<file path="src/rtl/wb_uart_tx_if.sv">
// Wishbone pipelined responder bus for the console UART: request, stall and ack.
interface wb_uart_tx_if;
  logic [1:0]  addr;
  logic [31:0] wdata;
  logic        we;
  logic        stb;
  logic        stall;
  logic        ack;
  logic [31:0] rdata;

  modport master (output addr, wdata, we, stb, input stall, ack, rdata);
  modport slave  (input addr, wdata, we, stb, output stall, ack, rdata);
endinterface

</file>
<file path="src/rtl/wb_uart_tx.sv">
// Boot console UART transmitter: Wishbone-written bytes are buffered in a small
// FIFO and sent as 8N1 frames with a programmable bit period of DIVISOR+1 clocks.
module wb_uart_tx #(
  parameter int          FIFO_DEPTH = 4,
  parameter int unsigned RESET_DIV  = 434
) (
  input  logic          clk,
  input  logic          reset,
  wb_uart_tx_if.slave   bus,
  output logic          tx
);

  localparam int AW = (FIFO_DEPTH > 1) ? $clog2(FIFO_DEPTH) : 1;
  localparam int CW = $clog2(FIFO_DEPTH + 1);

  typedef enum logic [1:0] {IDLE, START, DATA, STOP} state_t;

  state_t        state, state_next;
  logic [7:0]    mem [FIFO_DEPTH];
  logic [AW-1:0] wr_ptr, rd_ptr;
  logic [CW-1:0] count;
  logic          full, empty, busy;
  logic          accept, push, pop;
  logic [15:0]   divisor, div_latched, timer;
  logic [7:0]    shift;
  logic [2:0]    bit_cnt;
  logic          tx_next;
  logic [31:0]   status, read_mux;
  logic          unused_wdata;

  assign full  = (count == CW'(FIFO_DEPTH));
  assign empty = (count == '0);
  assign busy  = (state != IDLE);

  // Only TXDATA writes can stall, and only on the registered full flag.
  assign bus.stall = bus.stb & bus.we & (bus.addr == 2'd0) & full;
  assign accept    = bus.stb & ~bus.stall & ~reset;
  assign push      = accept & bus.we & (bus.addr == 2'd0);

  assign status       = {19'd0, 5'(count), 5'd0, busy, empty, full};
  assign unused_wdata = ^bus.wdata[31:16];

  always_comb begin
    read_mux = '0;
    case (bus.addr)
      2'd1:    read_mux = status;
      2'd2:    read_mux = {16'd0, divisor};
      default: read_mux = '0;
    endcase
  end

  // NOTE: sequential state is assigned with <= so every register samples pre-edge values.
  always_ff @(posedge clk) begin
    if (reset) begin
      bus.ack   <= 1'b0;
      bus.rdata <= '0;
      divisor   <= 16'(RESET_DIV);
    end else begin
      bus.ack   <= accept;
      bus.rdata <= (accept & ~bus.we) ? read_mux : '0;
      if (accept & bus.we & (bus.addr == 2'd2))
        divisor <= bus.wdata[15:0];
    end
  end

  // NOTE: FIFO storage has no reset; pointers and count define which entries are valid.
  always_ff @(posedge clk) begin
    if (push)
      mem[wr_ptr] <= bus.wdata[7:0];
  end

  always_ff @(posedge clk) begin
    if (reset) begin
      wr_ptr <= '0;
      rd_ptr <= '0;
      count  <= '0;
    end else begin
      if (push) wr_ptr <= wr_ptr + AW'(1);
      if (pop)  rd_ptr <= rd_ptr + AW'(1);
      if (push && !pop)      count <= count + CW'(1);
      else if (pop && !push) count <= count - CW'(1);
    end
  end

  always_ff @(posedge clk) begin
    if (reset) state <= IDLE;
    else       state <= state_next;
  end

  // NOTE: every always_comb output gets a default first so no path infers a latch.
  always_comb begin
    state_next = state;
    pop        = 1'b0;
    tx_next    = 1'b1;
    case (state)
      IDLE: begin
        if (!empty) begin
          pop        = 1'b1;
          state_next = START;
        end
      end
      START: begin
        tx_next = 1'b0;
        if (timer == '0) state_next = DATA;
      end
      DATA: begin
        tx_next = shift[0];
        if (timer == '0 && bit_cnt == 3'd7) state_next = STOP;
      end
      STOP: begin
        if (timer == '0) begin
          if (!empty) begin
            pop        = 1'b1;
            state_next = START;
          end else begin
            state_next = IDLE;
          end
        end
      end
      default: state_next = IDLE;
    endcase
  end

  // A pop always starts a frame: load the byte and freeze the bit period for it.
  always_ff @(posedge clk) begin
    if (reset) begin
      tx          <= 1'b1;
      timer       <= '0;
      div_latched <= '0;
      shift       <= '0;
      bit_cnt     <= '0;
    end else begin
      tx <= tx_next;
      if (pop) begin
        shift       <= mem[rd_ptr];
        div_latched <= divisor;
        timer       <= divisor;
        bit_cnt     <= '0;
      end else if (state != IDLE) begin
        if (timer == '0) begin
          timer <= div_latched;
          if (state == DATA) begin
            shift   <= shift >> 1;
            bit_cnt <= bit_cnt + 3'd1;
          end
        end else begin
          timer <= timer - 16'd1;
        end
      end
    end
  end

endmodule

</file>
<file path="src/flat_wrapper.sv">
// flat-port wrapper written by rule: the top's interface ports become plain ports
module wb_uart_tx_flat 
#(
  parameter int          FIFO_DEPTH = 4,
  parameter int unsigned RESET_DIV  = 434
)
  (clk, reset, tx, bus_addr, bus_wdata, bus_we, bus_stb, bus_stall, bus_ack, bus_rdata);
  wb_uart_tx_if bus_i ();
  input  logic clk;
  input  logic reset;
  output logic tx;
  input wire logic [$bits(bus_i.addr)-1:0] bus_addr;
  input wire logic [$bits(bus_i.wdata)-1:0] bus_wdata;
  input wire logic [$bits(bus_i.we)-1:0] bus_we;
  input wire logic [$bits(bus_i.stb)-1:0] bus_stb;
  output wire logic [$bits(bus_i.stall)-1:0] bus_stall;
  output wire logic [$bits(bus_i.ack)-1:0] bus_ack;
  output wire logic [$bits(bus_i.rdata)-1:0] bus_rdata;
  assign bus_i.addr = bus_addr;
  assign bus_i.wdata = bus_wdata;
  assign bus_i.we = bus_we;
  assign bus_i.stb = bus_stb;
  assign bus_stall = bus_i.stall;
  assign bus_ack = bus_i.ack;
  assign bus_rdata = bus_i.rdata;
  wb_uart_tx #(.FIFO_DEPTH(FIFO_DEPTH), .RESET_DIV(RESET_DIV)) u_core (.clk(clk), .reset(reset), .bus(bus_i), .tx(tx));
endmodule
</file>
<file path="config.mk">
export PLATFORM = sky130hd
export DESIGN_NAME = wb_uart_tx_flat
export DESIGN_NICKNAME = d
export VERILOG_FILES = /design/src/rtl/wb_uart_tx_if.sv /design/src/rtl/wb_uart_tx.sv /design/src/flat_wrapper.sv
export SDC_FILE = /design/constraint.sdc
export NUM_CORES = 1
export LEC_CHECK = 0
export CORE_UTILIZATION = 59
export CTS_CLUSTER_DIAMETER = 40
export DETAILED_ROUTE_END_ITERATION = 6
export PLACE_DENSITY = 0.87
export RECOVER_POWER = 50
export SETUP_SLACK_MARGIN = 0.4
export SYNTH_ARGS = -nofsm -noshare
export SYNTH_HDL_FRONTEND = slang
export SYNTH_SLANG_ARGS = --single-unit
</file>
<file path="constraint.sdc">
create_clock -name clk -period 9.5 [get_ports clk]
set_input_delay 1.9 -clock clk [delete_from_list [all_inputs] [get_ports clk]]
set_output_delay 1.9 -clock clk [all_outputs]
set_load 0.05 [all_outputs]
</file>
-- Word-level counts from Yosys, hierarchy flattened
Memory sizes are Yosys's and may differ from the RTL's. A register that Yosys moved wholly into a read port is not among the register bits.
Cells that the tools add are included.
- logic and storage cells: 86
- memories kept: 1
- flip-flop bits (word level): 102
- output and inout bits: 35
- memory bits (writable): 32
- memory list (name ; depth ; width ; read ports ; clocked after Yosys merged registers in ; wr ports ; line ; text):
    u_core.mem ; 4 ; 8 ; 1 ; 1 ; 1 ; wb_uart_tx.sv:19 ; logic [7:0] mem [FIFO_DEPTH];
- reduce and logical (&&, ||, !) cells: 19
- bitwise logic cells: 13
- eq/ne operators: 11
- $add $sub $neg: 6
- multiplexer cells: 24
- operators with widths (kind ; count):
    16-bit 2-to-1 mux ; 3
    8-bit 2-to-1 mux ; 4
    16-bit case mux with 2 select lines ; 1
    16-bit logical NOT ; 1
    16-bit by 1-bit subtractor with 16-bit output, second input constant ; 1
    2-bit 2-to-1 mux ; 6
    2-bit nonzero test ; 5
    1-bit AND ; 9
    2-bit case mux with 4 select lines ; 1
    3-bit by 1-bit adder with 3-bit output, second input constant ; 2
    2-bit equality test, second input constant ; 3
    3-bit equality test, second input constant ; 2
    3-bit 2-to-1 mux ; 2
    2-bit by 1-bit != test with 1-bit output, second input constant ; 3
    3-bit AND reduction ; 2
    1-bit 2-to-1 mux ; 5
    2-bit by 1-bit adder with 2-bit output, second input constant ; 2
    2-bit by 1-bit equality test with 1-bit output, second input constant ; 2
    2-bit logical NOT ; 2
    1-bit NOT ; 4
    1-bit case mux with 2 select lines ; 2
    4-bit AND reduction ; 1
    2-bit OR reduction ; 2
    1-bit logical AND ; 3
    4 further kinds ; 5

-- Longest topological paths before layout
Gate-level depths: netlist (run 1).
- word-level depth: 12
- mapped depth: 14
- gate-level depth less buffers: 12

-- Worst setup path after synthesis (run 1)
No wires, ideal clock.
- kind: input to output
- start: input bus_addr[0]
- end: output bus_stall
- arrival time: 2.710 ns
- setup slack: 4.890 ns
- stages: 4
- path through: inv_1 -> ha_1 -> and3_1 -> and3_1
- cells in the longest elaborated chain, start to end: 3
- RTL lines (element ; line ; text):
    start, declared ; flat_wrapper.sv:12 ; input wire logic [$bits(bus_i.addr)-1:0] bus_addr;
    2-bit logical NOT ; wb_uart_tx.sv:36 ; assign bus.stall = bus.stb & bus.we & (bus.addr == 2'd0) & full;
    1-bit AND (2 in a row) ; wb_uart_tx.sv:36 ;
    end, declared ; flat_wrapper.sv:16 ; output wire logic [$bits(bus_i.stall)-1:0] bus_stall;
No other way between the ends.

-- Final worst setup path (run 1)
- start: input reset
- end: register u_core.count[1]
- cells in the longest elaborated chain, start to end: 7
- RTL lines (element ; line ; text):
    start, declared ; flat_wrapper.sv:10 ; input logic reset;
    1-bit NOT ; wb_uart_tx.sv:37 ; assign accept = bus.stb & ~bus.stall & ~reset;
    1-bit AND ; wb_uart_tx.sv:37 ;
    1-bit AND (2 in a row) ; wb_uart_tx.sv:38 ; assign push = accept & bus.we & (bus.addr == 2'd0);
    1-bit logical NOT ; wb_uart_tx.sv:81 ; else if (pop && !push) count <= count - CW'(1);
    1-bit logical AND ; wb_uart_tx.sv:81 ;
    2-bit nonzero test (no line) ; n/a ;
    end signal, assigned ; wb_uart_tx.sv:80 ; if (push && !pop) count <= count + CW'(1);
    end signal, assigned ; wb_uart_tx.sv:81 ;
    end, declared ; wb_uart_tx.sv:21 ; logic [CW-1:0] count;
Several ways; a longest one is shown, not always the timed one.
A chain may end at the register's enable or synchronous reset.

==> out/summary.txt, run 1 <==
Post-synth ARST share = 0%
DIE WIDTH = 97.5 um
most frequent cell after synthesis = dfxtp_1
Pwr Total = 2.02 mW
mux cell area share after synthesis = 6.51%
sequential area share after synthesis = 50.6%
GRT Util Overall = 28.2%
area grow syn2layout = 15.3%
Max FO, Critical Path = 71
cell area after layout = 0.00621 mm^2
PortBufs = 40
die area = 0.00951 mm^2
DP Wirelength = 7670 um
Critical R2R Capture = u_core.count[2]
drt pass-1 iters = 6
WL/cell = 19.3 um
Worst VDD drop = 0.228 mV
num ports = 73
Final GP Congestion = 0.834
Peak Freq = 0.173 GHz
EDFF count, synth = 32
share of layout cells above drive strength 1 = 10.2%
number of nets with antenna violations after routing = 0
Cells after Synth = 517
main flop type after synthesis = dfxtp_1
Final Skew = 17.6 ps
Initial Util = 61.5%
largest net degree at the start of global routing = 72
largest family of logic cells by synthesized area = simple AND/OR/NAND/NOR gates
Via density = 6.24
DRC viols = 0
Reg clk slew, reported paths = 60 ps
top cells by count, synth = 88 x dfxtp_1, 59 x nor2_1, 48 x nand2_1
Worst Setup End Kind = flop
Clock Path Buffers = 2
die span in y = 97.5 um
WP data arrival = 6030 ps
Clock H-tree levels = 4
Finished Layout Cells = 665
final slew viol count = 72
Setup WS post-layout = 3730 ps
clock latency at the later pin of the worst-skew pair = 520 ps
LEAKAGE = 2.40 nW
Final Core Density = 70.9%
Netlist cell types = 61
setup tns final = 0 ps
Setup crit end = u_core.count[1]
post-route minimum period = 5770 ps
initial antenna violation count = 0
min-delay worst type = flop to flop
CTS Hold Bufs = 0
core area = 0.00876 mm^2
max-cap viol count = 1
post_cts resized = 0
Setup crit start kind = primary input
Worst setup startpoint = reset
RSZ-0062 raised after global routing = false
top cell type's share of synthesized area = 32.7%
Post-Synth Simple-Gate Area = 16.6%
Congestion Overflow GR = 0
status = finished with violations
Post-Synth XOR/XNOR Area = 2.44%
Placed Instances = 633
pwr/cell area = 326 mW/mm^2
Worst Path Required = 9760 ps
CTS tree = done
Syn Area/Cell = 10.4 um^2
Slew headroom = -111%
final wirelength = 12800 um
reg2reg start = u_core.timer[0]
worst-margin pin slew = 3170 ps
main area contributors after synthesis = dfxtp_1 33%, edfxtp_1 18%, nor2_1 4.1%
first-pass GRT wire length = 20700 um
Cell Area, Placed = 0.00572 mm^2
row cnt = 34
setup bufs post-CTS = 0
Setup WS pre-CTS = 3880 ps
synth warn = 0
Final period util = 60.7%
Reg2Reg Depth = 12
vias post-DR = 4152
final hold violations = 0
layout net count = 599
Setup Viol. Count Final = 0
#FFs+latches synth = 120
Synth Cell Area = 0.00539 mm^2
adder-cell share of the synthesized area = 4.09%
Synth Area in Compound Gates = 13.3%
vias in the first global route = 4058
TritonCTS Buffers = 17
r2r setup slk = 5960 ps
# diodes = 0
post-synth top area cell = dfxtp_1
Min Hold Slack = 466 ps
First DRT Iteration DRCs = 412
Setup Crit Path Kind = primary input to flop
Root Driver = clkbuf_8
failing checks = capacitance limit, slew limit
clk sinks = 120
## final cells by class
type,instances,area (um^2)
flip-flops and latches,120,2720
fillers,577,2550
multi-input cells,342,2340
clock buffers,19,432
repair buffers,42,407
well taps,108,135
clock inverters,13,100
inverters,21,78.8
## kinds of logic (layout without fill, tap and decap cells)
logic type,count (synthesis),count (layout)
AO/OA/AOI/OAI,95,95
XOR/XNOR,15,15
adder cells (fa/ha/maj),17,17
buffers and inverters,70,95
flip-flops,120,120
multiplexers,25,25
other,1,16
AND/OR/NAND/NOR,174,174
## worst max-delay path, cell delays in order
cell and delay (ps):
buf_2 80, clkbuf_1 2220, nand2b_1 310, a41oi_1 80
and3_1 330, ha_1 250, inv_1 80, fa_1 440
mux2i_1 190, nor2_1 80
## power by group
part / internal (mW) / switching, mW / leakage [nW]
clock: 0.328 / 0.238 / 0.243
combinational: 0.289 / 0.491 / 1.15
sequential: 0.595 / 0.0827 / 1.00
## flip-flops by register name, summed over array words and instances, names as in the netlist, named ones only
name,flops
u_core.bit_cnt,3
u_core.bus.ack,1
u_core.bus.rdata,16
u_core.count,3
u_core.div_latched,16
u_core.divisor,16
u_core.mem,32
u_core.rd_ptr,2
u_core.shift,8
u_core.state,2
u_core.timer,16
u_core.tx,1
u_core.wr_ptr,2
## worst min path at each step
stage	from	end	slack (ps)	cells past startpoint
finish	u_core.div_latched[1]	u_core.div_latched[1]	470	2
global route	u_core.div_latched[6]	u_core.div_latched[6]	490	2
CTS	u_core.div_latched[1]	u_core.div_latched[1]	470	2
detailed placement	u_core.div_latched[9]	u_core.div_latched[9]	450	2
global placement	u_core.div_latched[9]	u_core.div_latched[9]	440	2
floorplan	u_core.div_latched[9]	u_core.div_latched[9]	430	2
## per-layer routing
metal	wire, um	global-route usage (%)	part of all wire [%]	vias up
li1	-	-	-	1878
met1	5070	34.2	40	2014
met2	6600	48.6	51	234
met3	882	6.19	6.9	26
met4	262	11.2	2.0	0
met5	0	0	0	-
## cell usage in the layout (no fill, tap or decap), types with 4 or more instances in the layout
cell type        count
a211o_1              5
a21oi_1             24
a221oi_1             8
a22oi_1             11
a311oi_1            12
and2_1               6
and3_1              14
clkbuf_16           16
clkdlybuf4s50_1     31
clkinv_4             4
clkinvlp_4           6
conb_1              16
dfxtp_1             88
dlygate4sd3_1        8
edfxtp_1            32
ha_1                16
inv_1               20
mux2i_1             17
mux4_2               8
nand2_1             48
nand3_1              8
nand4_1              4
nor2_1              59
nor3_1               8
o211ai_1             8
o21ai_0              7
xnor2_1              9
xor2_1               6
Note: power is estimated with default switching activity, not from simulation.
==> run 2, diff against run 1 <==
Settings changed: CORE_UTILIZATION 59 to 55, PLACE_DENSITY 0.87 to 0.82.
Clock period 9.5 ns to 5.91 ns, I/O delays scaled along.
==> out/summary.txt, run 2 (same netlist as run 1, synthesis figures left out) <==
status = finished with violations
failing checks = capacitance limit, slew limit
share of total power in sequential cells = 32.1%
Switching Fraction = 38.4%
CTS Hold Bufs = 0
Finished Layout Cells = 687
Clock Path Buffers = 2
Worst VDD drop = 0.335 mV
core area = 0.00937 mm^2
CTS tree = done
WP data arrival = 3190 ps
max FFs per register = 32
num ports = 73
Root Driver = clkbuf_8
TritonCTS Buffers = 17
pwr/cell area = 534 mW/mm^2
share of layout cells above drive strength 1 = 11.5%
number of nets with antenna violations after routing = 0
Final period util = 74.0%
vias post-DR = 4017
Placed Instances = 655
CP max-delay cell = clkdlybuf4s50_1
cell chain of the critical path = dlygate4sd3_1 > inv_1 > ha_1 > and3_1 > and3_1 > clkdlybuf4s50_1
GRT Util Overall = 25.5%
post-route minimum period = 4370 ps
drt pass-1 iters = 7
Setup Viol. Count Final = 0
layout net count = 600
most frequent CP cell = and3_1
LEAKAGE = 2.45 nW
Switch Pwr = 1.30 mW
# diodes = 0
final slew viol count = 71
largest reg by FF count = u_core.mem
Via density = 5.85
Final Skew = 16.7 ps
commonest non-fill, non-tap cell in the layout = dfxtp_1
Clock power frac = 30.8%
min-delay worst type = flop to flop
Reg clk slew, reported paths = 60 ps
Worst Path Required = 4730 ps
DIE WIDTH = 101 um
clk sinks = 120
die area = 0.0102 mm^2
Slew headroom = -120%
DP Wirelength = 7490 um
post_cts resized = 0
Pwr Total = 3.39 mW
Gate power share = 37.1%
First DRT Iteration DRCs = 366
DRC viols = 0
final wirelength = 12100 um
Final GP Congestion = 0.818
Peak Freq = 0.229 GHz
worst-margin pin slew = 3300 ps
Critical Path Max Stage Delay = 810 ps
WL/cell = 17.6 um
largest net degree at the start of global routing = 71
setup bufs post-CTS = 0
Setup Crit Path Kind = primary input to primary output
vias in the first global route = 3800
PortBufs = 40
Clock H-tree levels = 4
Worst Setup End Kind = primary output
clock latency at the later pin of the worst-skew pair = 520 ps
setup tns final = 0 ps
max-cap viol count = 1
area grow syn2layout = 17.9%
die span in y = 101 um
RSZ-0062 raised after global routing = false
Max FO, Critical Path = 3
first-pass GRT wire length = 19500 um
initial antenna violation count = 0
most frequent cells in the layout = 88 x dfxtp_1, 59 x nor2_1, 48 x nand2_1, 32 x edfxtp_1, 29 x clkdlybuf4s50_1
Initial Util = 57.5%
Congestion Overflow GR = 0
final hold violations = 0
row cnt = 35
Int Pwr = 2.09 mW
Setup crit start kind = primary input
## run 2: area by class of cell
| class | count | area, um^2 |
|---|---|---|
| tap | 129 | 161 |
| sequential | 120 | 2720 |
| multi-input combinational | 342 | 2370 |
| inverter | 21 | 78.8 |
| fill | 648 | 3020 |
| timing repair buffer | 43 | 414 |
| clock inverter | 15 | 190 |
| clock buffer | 17 | 414 |
## run 2: path summary, 6_finish.rpt
| path | slack [ps] | cells after the start | startpoint | end |
|---|---|---|---|---|
| worst min register to register | 450 | 2 | u_core.div_latched[6] | u_core.div_latched[6] |
| worst max-delay path | 1540 | 6 | bus_addr[0] | bus_stall |
| worst min-delay path | 450 | 2 | u_core.div_latched[6] | u_core.div_latched[6] |
| worst max register to register | 2430 | 12 | u_core.timer[0] | u_core.count[2] |
## run 2: per-stage QoR
step | utilization (%) | setup WS, ps | instance area (um^2) | hold slack, ps
finish | 67.7 | 1540 | 6350 | 455
global route | 67.7 | 1490 | 6350 | 484
CTS | 67.9 | 1670 | 6360 | 458
detailed placement | 61.4 | 1690 | 5750 | 449
global placement | 61.4 | 1750 | 5750 | 441
floorplan | - | 2560 | 5440 | 431
## run 2: critical path: cells and delay by family
family | cells | cell delay, ps
buf+inv | 3 | 1470
simple gates | 2 | 340
fa+ha+maj | 1 | 200
## run 2: routing by layer
layer  wire [um]  vias up  track usage [%]
met5           0        -                0
met4         204        0             10.1
met3         652       23             6.24
met2        5880      170             40.0
met1        5370     1944             34.0
li1            -     1880                -
## run 2: power by group through the flow
stage	Clock [mW]	Sequential [mW]	Combinational, mW
after global placement	0	1.09	1.17
after CTS	1.05	1.08	1.24
final	1.04	1.09	1.26
after floorplan	0	1.06	1.03
after global routing	1.09	1.11	1.37
after detailed placement	0	1.10	1.21
==> run 3, diff against run 2 <==
Settings changed: CORE_UTILIZATION 55 to 49, PLACE_DENSITY 0.82 to 0.77.
Clock period 5.91 ns to 3.8 ns, I/O delays scaled along.
==> out/summary.txt, run 3 (same netlist as run 1, synthesis figures left out) <==
largest reg by FF count = u_core.mem
most frequent cells in the layout = 88 x dfxtp_1, 59 x nor2_1, 48 x nand2_1, 32 x edfxtp_1, 27 x dlygate4sd3_1
worst hold endpoint = u_core.div_latched[9]
vias in the first global route = 3808
max-cap viol count = 0
Finished Layout Cells = 697
status = finished clean
Worst Setup End Kind = primary output
Int Pwr = 3.19 mW
Final GP Congestion = 0.798
setup bufs post-CTS = 0
most frequent CP cell = and3_1
vias post-DR = 3975
max FFs per register = 32
Clock Path Buffers = 2
row cnt = 37
commonest non-fill, non-tap cell in the layout = dfxtp_1
Final period util = 81.3%
Max FO, Critical Path = 3
Switch Pwr = 1.97 mW
Setup Viol. Count Final = 0
setup tns final = 0 ps
area occupied by multi-input gates = 0.00237 mm^2
Via density = 5.70
M3 GR Usage = 4.92%
Final Skew = 10.5 ps
die span in y = 107 um
Worst Path Required = 3040 ps
met1 usage = 28.3%
Peak Freq = 0.324 GHz
Critical Path Max Stage Delay = 560 ps
Gate power share = 37.8%
first-pass GRT wire length = 19200 um
cell area after layout = 0.00635 mm^2
# diodes = 0
Root Driver = clkbuf_8
num ports = 73
Initial Util = 51.2%
clock latency at the later pin of the worst-skew pair = 520 ps
final wirelength = 11700 um
r2r setup slk = 830 ps
Setup crit start kind = primary input
First DRT Iteration DRCs = 237
share of total power in sequential cells = 32.7%
Buf/Inv on CP = 3
met2 usage = 36.0%
layout net count = 603
min-delay worst type = flop to flop
post-route minimum period = 3090 ps
DIE WIDTH = 107 um
register area = 0.00272 mm^2
GR peak layer = met2
Crit path max-delay family = buffers and inverters
reg2reg start = u_core.timer[0]
pwr/cell area = 811 mW/mm^2
initial antenna violation count = 0
drt pass-1 iters = 4
number of nets with antenna violations after routing = 0
Reg2Reg Depth = 12
Switching Fraction = 38.2%
Reg clk slew, reported paths = 60 ps
Critical R2R Capture = u_core.count[2]
final hold violations = 0
WL/cell = 16.7 um
CTS tree = done
hold_sp = u_core.div_latched[9]
DP Wirelength = 7640 um
RSZ-0062 raised after global routing = false
die area = 0.0114 mm^2
DRC viols = 0
Clock H-tree levels = 4
worst-margin pin slew = 1060 ps
Clock power frac = 29.5%
PortBufs = 40
Placed Instances = 665
area grow syn2layout = 18.0%
hold depth = 2
Worst VDD drop = 0.450 mV
final slew viol count = 0
WP data arrival = 2330 ps
LEAKAGE = 2.52 nW
CP max-delay cell = dlygate4sd3_1
core area = 0.0105 mm^2
GRT Util Overall = 22.2%
largest net degree at the start of global routing = 71
Setup Crit Path Kind = primary input to primary output
Pwr Total = 5.15 mW
Cell Area, Placed = 0.00579 mm^2
TritonCTS Buffers = 17
cell chain of the critical path = dlygate4sd3_1 > inv_1 > ha_1 > and3_1 > and3_1 > dlymetal6s2s_1
share of layout cells above drive strength 1 = 11.4%
FILL cells = 819
Min Hold Slack = 455 ps
Slew headroom = 29.1%
Congestion Overflow GR = 0
clk sinks = 120
==> run 3: cell count changes in the layout (fill, tap and decap cells not counted), moves of 2 or more <==
cell             previous run  this run
clkdlybuf4s50_1            29        11
buf_4                       2         5
clkbuf_1                    1         3
inv_6                       5         3
dlygate4sd3_1              10        27
==> run 3: worst max path at each step <==
stage,cells after the start,startpoint,endpoint
2_1_floorplan,14,u_core.timer[0],u_core.count[2]
3_3_place_gp,6,bus_addr[0],bus_stall
3_5_place_dp,11,bus_addr[0],u_core.count[2]
4_1_cts,6,bus_addr[0],bus_stall
5_1_grt,12,u_core.timer[0],u_core.count[2]
6_report,6,bus_addr[0],bus_stall
==> run 3: worst register-to-register path: stages, from the launching register on <==
cell      delay [ps]
dfxtp_1          390
inv_1             80
ha_1             340
nor4bb_1         210
a41oi_1          390
nor2_2           100
inv_2            100
ha_1             180
inv_1             60
fa_1             380
xor2_1           190
or3_1            330
a21oi_1          140
==> run 3: layer usage <==
metal / part of all wire [%] / wire length [um]
met5: 0 / 0
met2: 49 / 5680
met4: 2.0 / 234
met3: 5.6 / 657
met1: 44 / 5090
==> run 3: layout make-up <==
| class | instances | area share (%) |
|---|---|---|
| sequential | 120 | 42.9 |
| multi-input combinational | 342 | 37.4 |
| timing repair buffer | 46 | 6.91 |
| clock buffer | 19 | 6.64 |
| tap | 136 | 2.68 |
| clock inverter | 13 | 2.30 |
| inverter | 21 | 1.24 |
==> run 3: per-stage QoR <==
stage	util (%)	worst slack [ps]
3_5_place_dp	55.1	432
2_1_floorplan	-	755
6_report	60.4	712
4_1_cts	60.5	453
5_1_grt	60.4	639
3_3_place_gp	55.1	510
==> run 3: timing repair <==
| action | CTS | global route |
|---|---|---|
| hold buffers | 0 | 0 |
| setup endpoints to repair | 0 | 1 |
| gates resized for setup | 0 | 1 |
==> run 3: power by group through the flow <==
stage | combinational (mW) | clock (mW) | sequential (mW)
6_report | 1.95 | 1.52 | 1.68
5_1_grt | 2.15 | 1.59 | 1.71
4_1_cts | 1.94 | 1.53 | 1.68
3_5_place_dp | 1.91 | 0 | 1.70
3_3_place_gp | 1.85 | 0 | 1.70
2_1_floorplan | 1.60 | 0 | 1.65
